File: config.mk
export PLATFORM = sky130hd
export DESIGN_NAME = comparator_exerciser
export DESIGN_NICKNAME = d
export VERILOG_FILES = /design/src/rtl/comparator_exerciser.sv
export SDC_FILE = /design/constraint.sdc
export NUM_CORES = 1
export LEC_CHECK = 0
export ABC_AREA = 0
export CAP_MARGIN = 0
export CORE_MARGIN = 3
export CORE_UTILIZATION = 55
export CTS_CLUSTER_SIZE = 24
export DETAILED_ROUTE_END_ITERATION = 6
export PLACE_DENSITY_LB_ADDON = 0.05
export SYNTH_ARGS = -nofsm -noshare
export SYNTH_HDL_FRONTEND = slang
export SYNTH_SLANG_ARGS = --single-unit
File: constraint.sdc
create_clock -name clk -period 5.89 [get_ports clk]
set_clock_uncertainty 0.1 [all_clocks]
set_input_delay 1.178 -clock clk [delete_from_list [all_inputs] [get_ports clk]]
set_output_delay 1.178 -clock clk [all_outputs]
set_load 0.01 [all_outputs]
File: src/rtl/comparator_exerciser.sv
// Self-test driver/checker for a 1-bit comparator: steps {x,y} through 00,01,10,11, holds each for DWELL cycles
// and samples z on the last cycle; a run takes 4*LOOPS*DWELL cycles from start to done, start is ignored while busy.
module comparator_exerciser #(
  parameter int unsigned DWELL     = 20,
  parameter int unsigned LOOPS     = 1,
  parameter logic [3:0]  EXP_TABLE = 4'b1001,
  parameter int unsigned ERRW      = 8
) (
  input  logic            clk,
  input  logic            rst,
  input  logic            start,
  output logic            x,
  output logic            y,
  input  logic            z,
  output logic            busy,
  output logic            done,
  output logic            pass,
  output logic [ERRW-1:0] err_count,
  output logic [1:0]      first_fail_idx
);

  localparam int unsigned DW = $clog2(DWELL);
  localparam int unsigned LW = (LOOPS > 1) ? $clog2(LOOPS) : 1;
  localparam logic [DW-1:0] DWELL_LAST = DW'(DWELL - 1);
  localparam logic [LW-1:0] LOOP_LAST  = LW'(LOOPS - 1);

  typedef enum logic [1:0] {
    IDLE  = 2'd0,
    DRIVE = 2'd1,
    DONE  = 2'd2
  } state_t;

  state_t          state_q, state_d;
  logic [1:0]      idx_q, idx_d;
  logic [DW-1:0]   dwell_q, dwell_d;
  logic [LW-1:0]   loop_q, loop_d;
  logic            x_d, y_d, busy_d, done_d, pass_d;
  logic [ERRW-1:0] err_d;
  logic [1:0]      ffi_d;
  logic            mismatch;

  always_ff @(posedge clk) begin
    if (rst) begin
      state_q        <= IDLE;
      idx_q          <= '0;
      dwell_q        <= '0;
      loop_q         <= '0;
      x              <= 1'b0;
      y              <= 1'b0;
      busy           <= 1'b0;
      done           <= 1'b0;
      pass           <= 1'b0;
      err_count      <= '0;
      first_fail_idx <= '0;
    end else begin
      state_q        <= state_d;
      idx_q          <= idx_d;
      dwell_q        <= dwell_d;
      loop_q         <= loop_d;
      x              <= x_d;
      y              <= y_d;
      busy           <= busy_d;
      done           <= done_d;
      pass           <= pass_d;
      err_count      <= err_d;
      first_fail_idx <= ffi_d;
    end
  end

  always_comb begin
    state_d  = state_q;
    idx_d    = idx_q;
    dwell_d  = dwell_q;
    loop_d   = loop_q;
    busy_d   = busy;
    done_d   = done;
    pass_d   = pass;
    err_d    = err_count;
    ffi_d    = first_fail_idx;
    mismatch = 1'b0;

    case (state_q)
      IDLE, DONE: begin
        if (start) begin
          state_d = DRIVE;
          idx_d   = '0;
          dwell_d = '0;
          loop_d  = '0;
          err_d   = '0;
          ffi_d   = '0;
          busy_d  = 1'b1;
          done_d  = 1'b0;
          pass_d  = 1'b0;
        end
      end
      DRIVE: begin
        if (dwell_q == DWELL_LAST) begin
          dwell_d  = '0;
          mismatch = (z != EXP_TABLE[{x, y}]);
          if (mismatch) begin
            if (err_count != '1) err_d = err_count + ERRW'(1);
            if (err_count == '0) ffi_d = {x, y};
          end
          if (idx_q != 2'd3) begin
            idx_d = idx_q + 2'd1;
          end else if (loop_q != LOOP_LAST) begin
            idx_d  = '0;
            loop_d = loop_q + LW'(1);
          end else begin
            // End of the final loop: pass reflects this last compare too.
            state_d = DONE;
            idx_d   = '0;
            loop_d  = '0;
            busy_d  = 1'b0;
            done_d  = 1'b1;
            pass_d  = (err_d == '0);
          end
        end else begin
          dwell_d = dwell_q + DW'(1);
        end
      end
      default: state_d = IDLE;
    endcase

    // Operands follow the vector index only while driving; parked at 00 otherwise.
    {x_d, y_d} = (state_d == DRIVE) ? idx_d : 2'b00;
  end

endmodule

## Word-level counts from Yosys, hierarchy flattened

Index checks and enable logic that the tools add are counted.

- Register bits: 25
- Latch bits: 0
- Memory bits (writable): 0
- ROM bits: 0
- Input bits: 4
- Output and inout bits: 15
- Word-level logic and storage cells: 85
- Memories kept: 0

- Add/sub/neg operators: 4
- Multipliers: 0
- Divide/modulo/power cells: 0
- Magnitude comparators: 1
- Eq/ne operators: 13
- Shifts and indexed selects: 0
- Mux-type cells: 44
- Bitwise gates (word level): 1
- Reductions and logical operators: 11

Operators by type and width:

| kind | number |
|---|---|
| 2-to-1 mux 8 bit | 6 |
| 2-to-1 mux 2 bit | 11 |
| logical NOT 8 bit | 2 |
| one-hot mux 8 bit (2 select lines) | 1 |
| 2-to-1 mux 1 bit | 15 |
| != test 2 bit, second input constant | 7 |
| one-hot mux 2 bit (2 select lines) | 3 |
| 2-to-1 mux 5 bit | 2 |
| one-hot mux 5 bit (2 select lines) | 1 |
| AND reduction 5 bit | 2 |
| adder 8 x 1 -> 8 bit, second input constant | 1 |
| != test 8 bit, second input constant | 1 |
| one-hot mux 1 bit (2 select lines) | 4 |
| adder 5 x 1 -> 5 bit, second input constant | 1 |
| equality test 5 bit, second input constant | 1 |
| equality test 2 x 1 -> 1 bit, second input constant | 2 |
| AND reduction 4 bit | 1 |
| OR reduction 2 bit | 2 |
| < comparator 2 x 3 -> 1 bit, second input constant | 1 |
| AND reduction 3 bit | 1 |
| adder 2 x 1 -> 2 bit, second input constant | 1 |
| binary-select mux 1 bit (select 2 bit) | 1 |
| equality test 2 bit, second input constant | 1 |
| logical NOT 2 bit | 1 |
| other kinds (5) | 5 |

## Depth between registers and ports, before layout

Gate-level depths: netlist (run 1).

- Depth after elaboration: 11
- Depth in mapped cells: 6
- Depth with buffers taken out: 6

## Worst setup path after synthesis (run 1)

OpenSTA, ideal clock, no wires.

- Path type: input -> register
- Start point: input z
- End point: register pass
- Setup time: 87 ps
- Arrival time: 2189 ps
- Data required time: 5703 ps
- Path slack: 3514 ps
- Stages on the path: 5
- Path buffers: 0
- Cell sequence: xor3_2 nor3_4 o211a_1 o2111ai_1 o31ai_1

- Word-level cells in the longest chain between the ends: 9

Ends and longest elaborated chain:

| element | RTL line | text |
|---|---|---|
| start, declared | 14 | `input logic z,` |
| != test 1 bit | 99 | `mismatch = (z != EXP_TABLE[{x, y}]);` |
| 2-to-1 mux 8 bit | 100 | `if (mismatch) begin` |
| 2-to-1 mux 8 bit | 97 | `if (dwell_q == DWELL_LAST) begin` |
| 2-to-1 mux 8 bit | 82 | `case (state_q)` |
| logical NOT 8 bit | 116 | `pass_d = (err_d == '0);` |
| 2-to-1 mux 1 bit | 106 | `end else if (loop_q != LOOP_LAST) begin` |
| 2-to-1 mux 1 bit | 104 | `if (idx_q != 2'd3) begin` |
| 2-to-1 mux 1 bit | 97 |  |
| one-hot mux 1 bit (2 select lines) | 82 |  |
| end signal, assigned | 64 | `pass <= pass_d;` |
| end, declared | 17 | `output logic pass,` |

Every way passes these cells. The select of a mux whose other input is x is not followed.
A chain may end at the register's enable or synchronous reset.

## Worst setup path in the final report (run 1)

- Start point: register err_count[2]
- End point: output err_count[2]

RTL lines:

| element | RTL line | text |
|---|---|---|
| start, declared | 18 | `output logic [ERRW-1:0] err_count,` |
| start signal, assigned | 65 | `err_count <= err_d;` |

No word-level cell between the ends.

==> impl_metrics.json, run 1 <==
{
  "ctsResizeCount": 0,
  "yosysSeqAreaShare_pct": 36.0,
  "fin_crit_sh_pct": 46.5,
  "n_antenna_cell": 0,
  "setup_tns_ps": 0,
  "yosysWarnings": 0,
  "cts.path.max_buffers": 2,
  "setup-violations-final": 0,
  "cts_buffers": 3,
  "crit_family": "buffers and inverters",
  "cp_num_buf_inv": 1,
  "dp_cells": 200,
  "synth.top_cell.area_share_pct": 36.0,
  "max_freq_mhz": 365,
  "ys.flop_type": "dfxtp_1",
  "drt-met1-wl_um": 1540,
  "required_ps": 4610,
  "routed_wl_um": 2990,
  "fin_cells": 204,
  "dieArea_mm2": 0.00305,
  "crit_type": "flop to primary output",
  "worstPathCellList": "clkdlybuf4s50_1",
  "htree_levels": 1,
  "wl_met3_um": 169,
  "cp_num_cells": 1,
  "hold_buffers": 0,
  "topRoutingLayerUsed": "met4",
  "grt_pass1_wl_um": 5310,
  "ant_nets": 0,
  "place_area_mm2": 0.00152,
  "reg2reg_slack_ps": 3580,
  "p_leak_nw": 0.563,
  "hold_viol_final": 0,
  "grt_start_max_net_pins": 25,
  "cts_tree": "done",
  "die_w_um": 55.2,
  "gp_congestion": 0.910,
  "grt_use_total_pct": 20.8,
  "synth.area.top_cells": "dfxtp_1 36%, nor2_1 8.2%, a21oi_1 4.9%",
  "cts_sinks": 24,
  "synth_top_area_cell": "dfxtp_1",
  "drtIter0Drc": 40,
  "worst_slew_pin_slew_ps": 869,
  "initial_core_util_pct": 59.2,
  "cts_setup_buffers": 0,
  "start_kind": "flop",
  "relSlewSlack_pct": 41.9,
  "wire_per_inst_um": 14.7,
  "crit_path_top_delay_cell": "clkdlybuf4s50_1",
  "status": "complete, no violations",
  "peakVddDrop_mv": 0.160,
  "critPathMaxStageDelay_ps": 610,
  "layout_min_cycle_time_ps": 2740,
  "first_global_vias": 1137,
  "r2r_cells": 6,
  "layout-drive-gt1-share_pct": 6.82,
  "grt_overflow": 0,
  "drtPass1Iterations": 4,
  "die_h_um": 55.2,
  "post-dp-hpwl_um": 2160,
  "avgSynthCellArea_um2": 8.34,
  "rows": 17,
  "final_nets": 185,
  "design_area_mm2": 0.00155,
  "cts_root_buf": "clkbuf_4",
  "synth_seq_cells": 24,
  "vias": 1228,
  "coreArea_mm2": 0.00225,
  "rsz0062_at_grt": "no",
  "syn_to_final_growth_pct": 16.5,
  "drc": 0,
  "synth_cells": 160,
  "arrival_ps": 1460,
  "cp_max_fo": 10,
  "cellPowerDensity_mw_per_mm2": 178,
  "r2r-start": "err_count[0]",
  "max_cap_viol_count": 0,
  "worst_hold_path_type": "flop to flop",
  "hp-start": "done",
  "clock_latency_ps": 310,
  "holdWs_ps": 376,
  "drv_slew": 0,
  "critPathLaunch": "err_count[2]",
  "routed-wl-met2_um": 1260,
  "ioPinCount": 19,
  "async_reset_ff_share_pct": 0,
  "clk_pin_slew_ps": 130,
  "synth_cell_types": 44,
  "synth_edf_count": 0,
  "viasPerCell": 6.02,
  "portBuffers": 18,
  "whs_path_depth": 2,
  "crit_path_end_kind": "primary output",
  "syn_area_mm2": 0.00133,
  "antenna_found_initial": 0,
  "synthesis.nets": 168
}
-- logic make-up after synthesis --
| family | share of synthesized area (%) |
|---|---|
| AND/OR/NAND/NOR | 29.7 |
| AO/OA/AOI/OAI | 19.7 |
| flip-flops | 36.0 |
| buffers and inverters | 3.47 |
| multiplexers | 3.00 |
| adder cells (fa/ha/maj) | 3.75 |
| XOR/XNOR | 4.31 |
-- cell type report --
| type | instances | area [µm²] |
|---|---|---|
| repair buffers | 18 | 180 |
| multi-input cells | 126 | 807 |
| clock buffers | 4 | 36.3 |
| inverters | 4 | 15.0 |
| flip-flops and latches | 24 | 480 |
| fillers | 194 | 701 |
| well taps | 28 | 35.0 |
-- per-layer routing --
layer / vias up / global-route usage (%)
li1: 620 / -
met1: 571 / 32.0
met2: 33 / 29.6
met3: 4 / 3.74
met4: 0 / 5.56
met5: - / 0
-- power breakdown --
part           total (mW)  switching (mW)  internal, mW
registers           0.166         0.00161         0.164
clock network      0.0857          0.0480        0.0377
logic              0.0242          0.0154       0.00884
-- per-stage QoR --
stage          worst slack (ps)  utilization, %  power [mW]
2_1_floorplan              3510               -       0.186
3_3_place_gp               2870            67.3       0.193
3_5_place_dp               2850            67.3       0.193
4_1_cts                    3150            68.9       0.277
5_1_grt                    3070            68.9       0.288
6_report                   3150            68.9       0.276
-- placed cells by master (no fill, tap or decap), drive strengths merged, types with 2 or more instances in the layout --
| master | n |
|---|---|
| o2111ai | 2 |
| or2 | 2 |
| nand4 | 3 |
| o21ai | 5 |
| ha | 4 |
| nand3 | 7 |
| a21oi | 13 |
| dfxtp | 24 |
| a22oi | 7 |
| nor3 | 11 |
| mux2i | 4 |
| and3 | 2 |
| nand2 | 8 |
| a21o | 3 |
| inv | 4 |
| nor2b | 3 |
| nand2b | 3 |
| nor2 | 29 |
| clkbuf | 4 |
| clkdlybuf4s50 | 18 |
| o31ai | 2 |
-- synthesized netlist by cell type, drive strengths merged, types with 3 or more instances --
| library cell | instances |
|---|---|
| nor3 | 11 |
| buf | 3 |
| nand4 | 3 |
| nand2 | 8 |
| mux2i | 4 |
| dfxtp | 24 |
| a22oi | 7 |
| ha | 4 |
| nor2b | 3 |
| nand2b | 3 |
| nand3 | 7 |
| inv | 4 |
| a21o | 3 |
| nor2 | 29 |
| clkbuf | 3 |
| a21oi | 13 |
| o21ai | 5 |
-- path summary, 6_finish.rpt --
check | to
hold / removal | done
hold reg to reg | done
setup / recovery | err_count[2]
setup reg to reg | pass
-- flip-flops by register name, indices dropped and copies added (netlist names) --
register	cells
err_count	8
busy	1
y	1
x	1
done	1
idx_q	2
dwell_q	5
pass	1
state_q	2
first_fail_idx	2
(Power assumes the default switching activity.)
==> run 2: changes to the inputs <==
--- a/config.mk
+++ b/config.mk
@@ -8,7 +8,7 @@
 export ABC_AREA = 0
 export CAP_MARGIN = 0
 export CORE_MARGIN = 3
-export CORE_UTILIZATION = 55
+export CORE_UTILIZATION = 53
 export CTS_CLUSTER_SIZE = 24
 export DETAILED_ROUTE_END_ITERATION = 6
 export PLACE_DENSITY_LB_ADDON = 0.05
==> constraint.sdc (replaced) <==
create_clock -name clk -period 2.8 [get_ports clk]
set_clock_uncertainty 0.1 [all_clocks]
set_input_delay 0.56 -clock clk [delete_from_list [all_inputs] [get_ports clk]]
set_output_delay 0.56 -clock clk [all_outputs]
set_load 0.01 [all_outputs]
==> run 2 against run 1 <==
  * Worst setup slack got worse by 2700 ps
  * Final area up 2.5%
  * Clock-buffer cell count down 1
  * Critical endpoint is now pass
  * Via count is 2.0% higher
  * Non-clock buffer count up 3
==> impl_metrics.json, run 2 (synthesized netlist as in run 1, its figures left out) <==
{
  "layout-drive-gt1-share_pct": 8.38,
  "status": "complete, no violations",
  "peakVddDrop_mv": 0.451,
  "initial_core_util_pct": 58.1,
  "grt_overflow": 0,
  "relSlewSlack_pct": 56.4,
  "ioPinCount": 19,
  "layout_min_cycle_time_ps": 2340,
  "rows": 17,
  "multi_input_area_um2": 807,
  "clock_latency_ps": 320,
  "final_nets": 188,
  "drc": 0,
  "worst_slack_ps": 460,
  "required_ps": 2950,
  "grt_use_total_pct": 21.5,
  "die_h_um": 56.2,
  "vias": 1252,
  "design_area_mm2": 0.00159,
  "p_leak_nw": 0.585,
  "cts_buffers": 3,
  "gp_congestion": 0.922,
  "dp_cells": 203,
  "layout_commonest_cell": "nor2_1",
  "seq_area_um2": 480,
  "grt_pass1_wl_um": 5370,
  "critPathLaunch": "err_count[0]",
  "cts_sinks": 24,
  "largest_register_ffs": 8,
  "cp_max_fo": 8,
  "final_cell_mix": "29 x nor2_1, 24 x dfxtp_1, 18 x clkdlybuf4s50_1",
  "cellPowerDensity_mw_per_mm2": 411,
  "cts.path.max_buffers": 2,
  "ant_nets": 0,
  "first_global_vias": 1122,
  "post-dp-hpwl_um": 2310,
  "setup_tns_ps": 0,
  "holdWs_ps": 375,
  "max_freq_mhz": 427,
  "grt_start_max_net_pins": 18,
  "cts_root_buf": "clkbuf_4",
  "ctsResizeCount": 0,
  "power.total_mw": 0.655,
  "drtIter0Drc": 50,
  "rsz0062_at_grt": "no",
  "portBuffers": 18,
  "drv_slew": 0,
  "max_cap_viol_count": 0,
  "crit_type": "flop to flop",
  "place_area_mm2": 0.00154,
  "hold_viol_final": 0,
  "arrival_ps": 2490,
  "cts_tree": "done",
  "crit_path_end_kind": "flop",
  "wire_per_inst_um": 15.4,
  "antenna_found_initial": 0,
  "viasPerCell": 6.05,
  "start_kind": "flop",
  "die_w_um": 56.2,
  "fin_cells": 207,
  "hp-start": "done",
  "htree_levels": 1,
  "fin_crit_sh_pct": 83.6,
  "largestRegisters": "err_count (8), dwell_q (5)",
  "cts_setup_buffers": 0,
  "worstPathCellList": "ha_1, nand4_1, o31ai_2, mux2i_1, o2111ai_1, o31ai_1",
  "worst_slew_pin_slew_ps": 651,
  "r2r-start": "err_count[0]",
  "worst_hold_path_type": "flop to flop",
  "drtPass1Iterations": 4,
  "dieArea_mm2": 0.00315,
  "routed_wl_um": 3190,
  "coreArea_mm2": 0.00230,
  "clk_pin_slew_ps": 130,
  "regMostFlops": "err_count",
  "setup-violations-final": 0,
  "hold_buffers": 0,
  "fin_util_pct": 69.3,
  "n_fill_cell": 186,
  "critPathMaxStageDelay_ps": 510,
  "crit_path_top_delay_cell": "dfxtp_1",
  "n_antenna_cell": 0,
  "place_ws_ps": 382,
  "syn_to_final_growth_pct": 19.4
}
==> run 2: critical path: cells and delay by family (launching register included) <==
kind	cells	cell delay [ps]
AO/OA/AOI/OAI	3	880
AND/OR/NAND/NOR	1	210
multiplexers	1	300
flip-flops	1	510
adder cells (fa/ha/maj)	1	260
==> run 2: final timing paths <==
kind / to / slack [ps] / cells past startpoint
setup / recovery: pass / 460 / 6
hold / removal: done / 380 / 2
setup reg to reg: pass / 460 / 6
hold reg to reg: done / 380 / 2
==> run 2: area by class of cell <==
cell class / count / share of cell area [%]
Clock buffer: 3 / 1.41
Clock inverter: 1 / 1.89
Inverter: 4 / 0.943
Multi-Input combinational cell: 126 / 50.7
Sequential cell: 24 / 30.2
Tap cell: 28 / 2.20
Timing Repair Buffer: 21 / 12.7
==> run 2: routing by layer <==
layer  part of all wire (%)  GRT usage [%]
met5                      0              0
met3                    7.8           5.57
met4                    2.4           7.80
met2                     42           31.2
met1                     48           30.4
==> run 2: report_power, final <==
part | switching [mW] | internal (mW) | total, mW | leakage, nW
logic | 0.0335 | 0.0223 | 0.0559 | 0.363
registers | 0.00322 | 0.346 | 0.349 | 0.194
clock network | 0.106 | 0.145 | 0.251 | 0.0279
total | 0.142 | 0.513 | 0.655 | 0.585
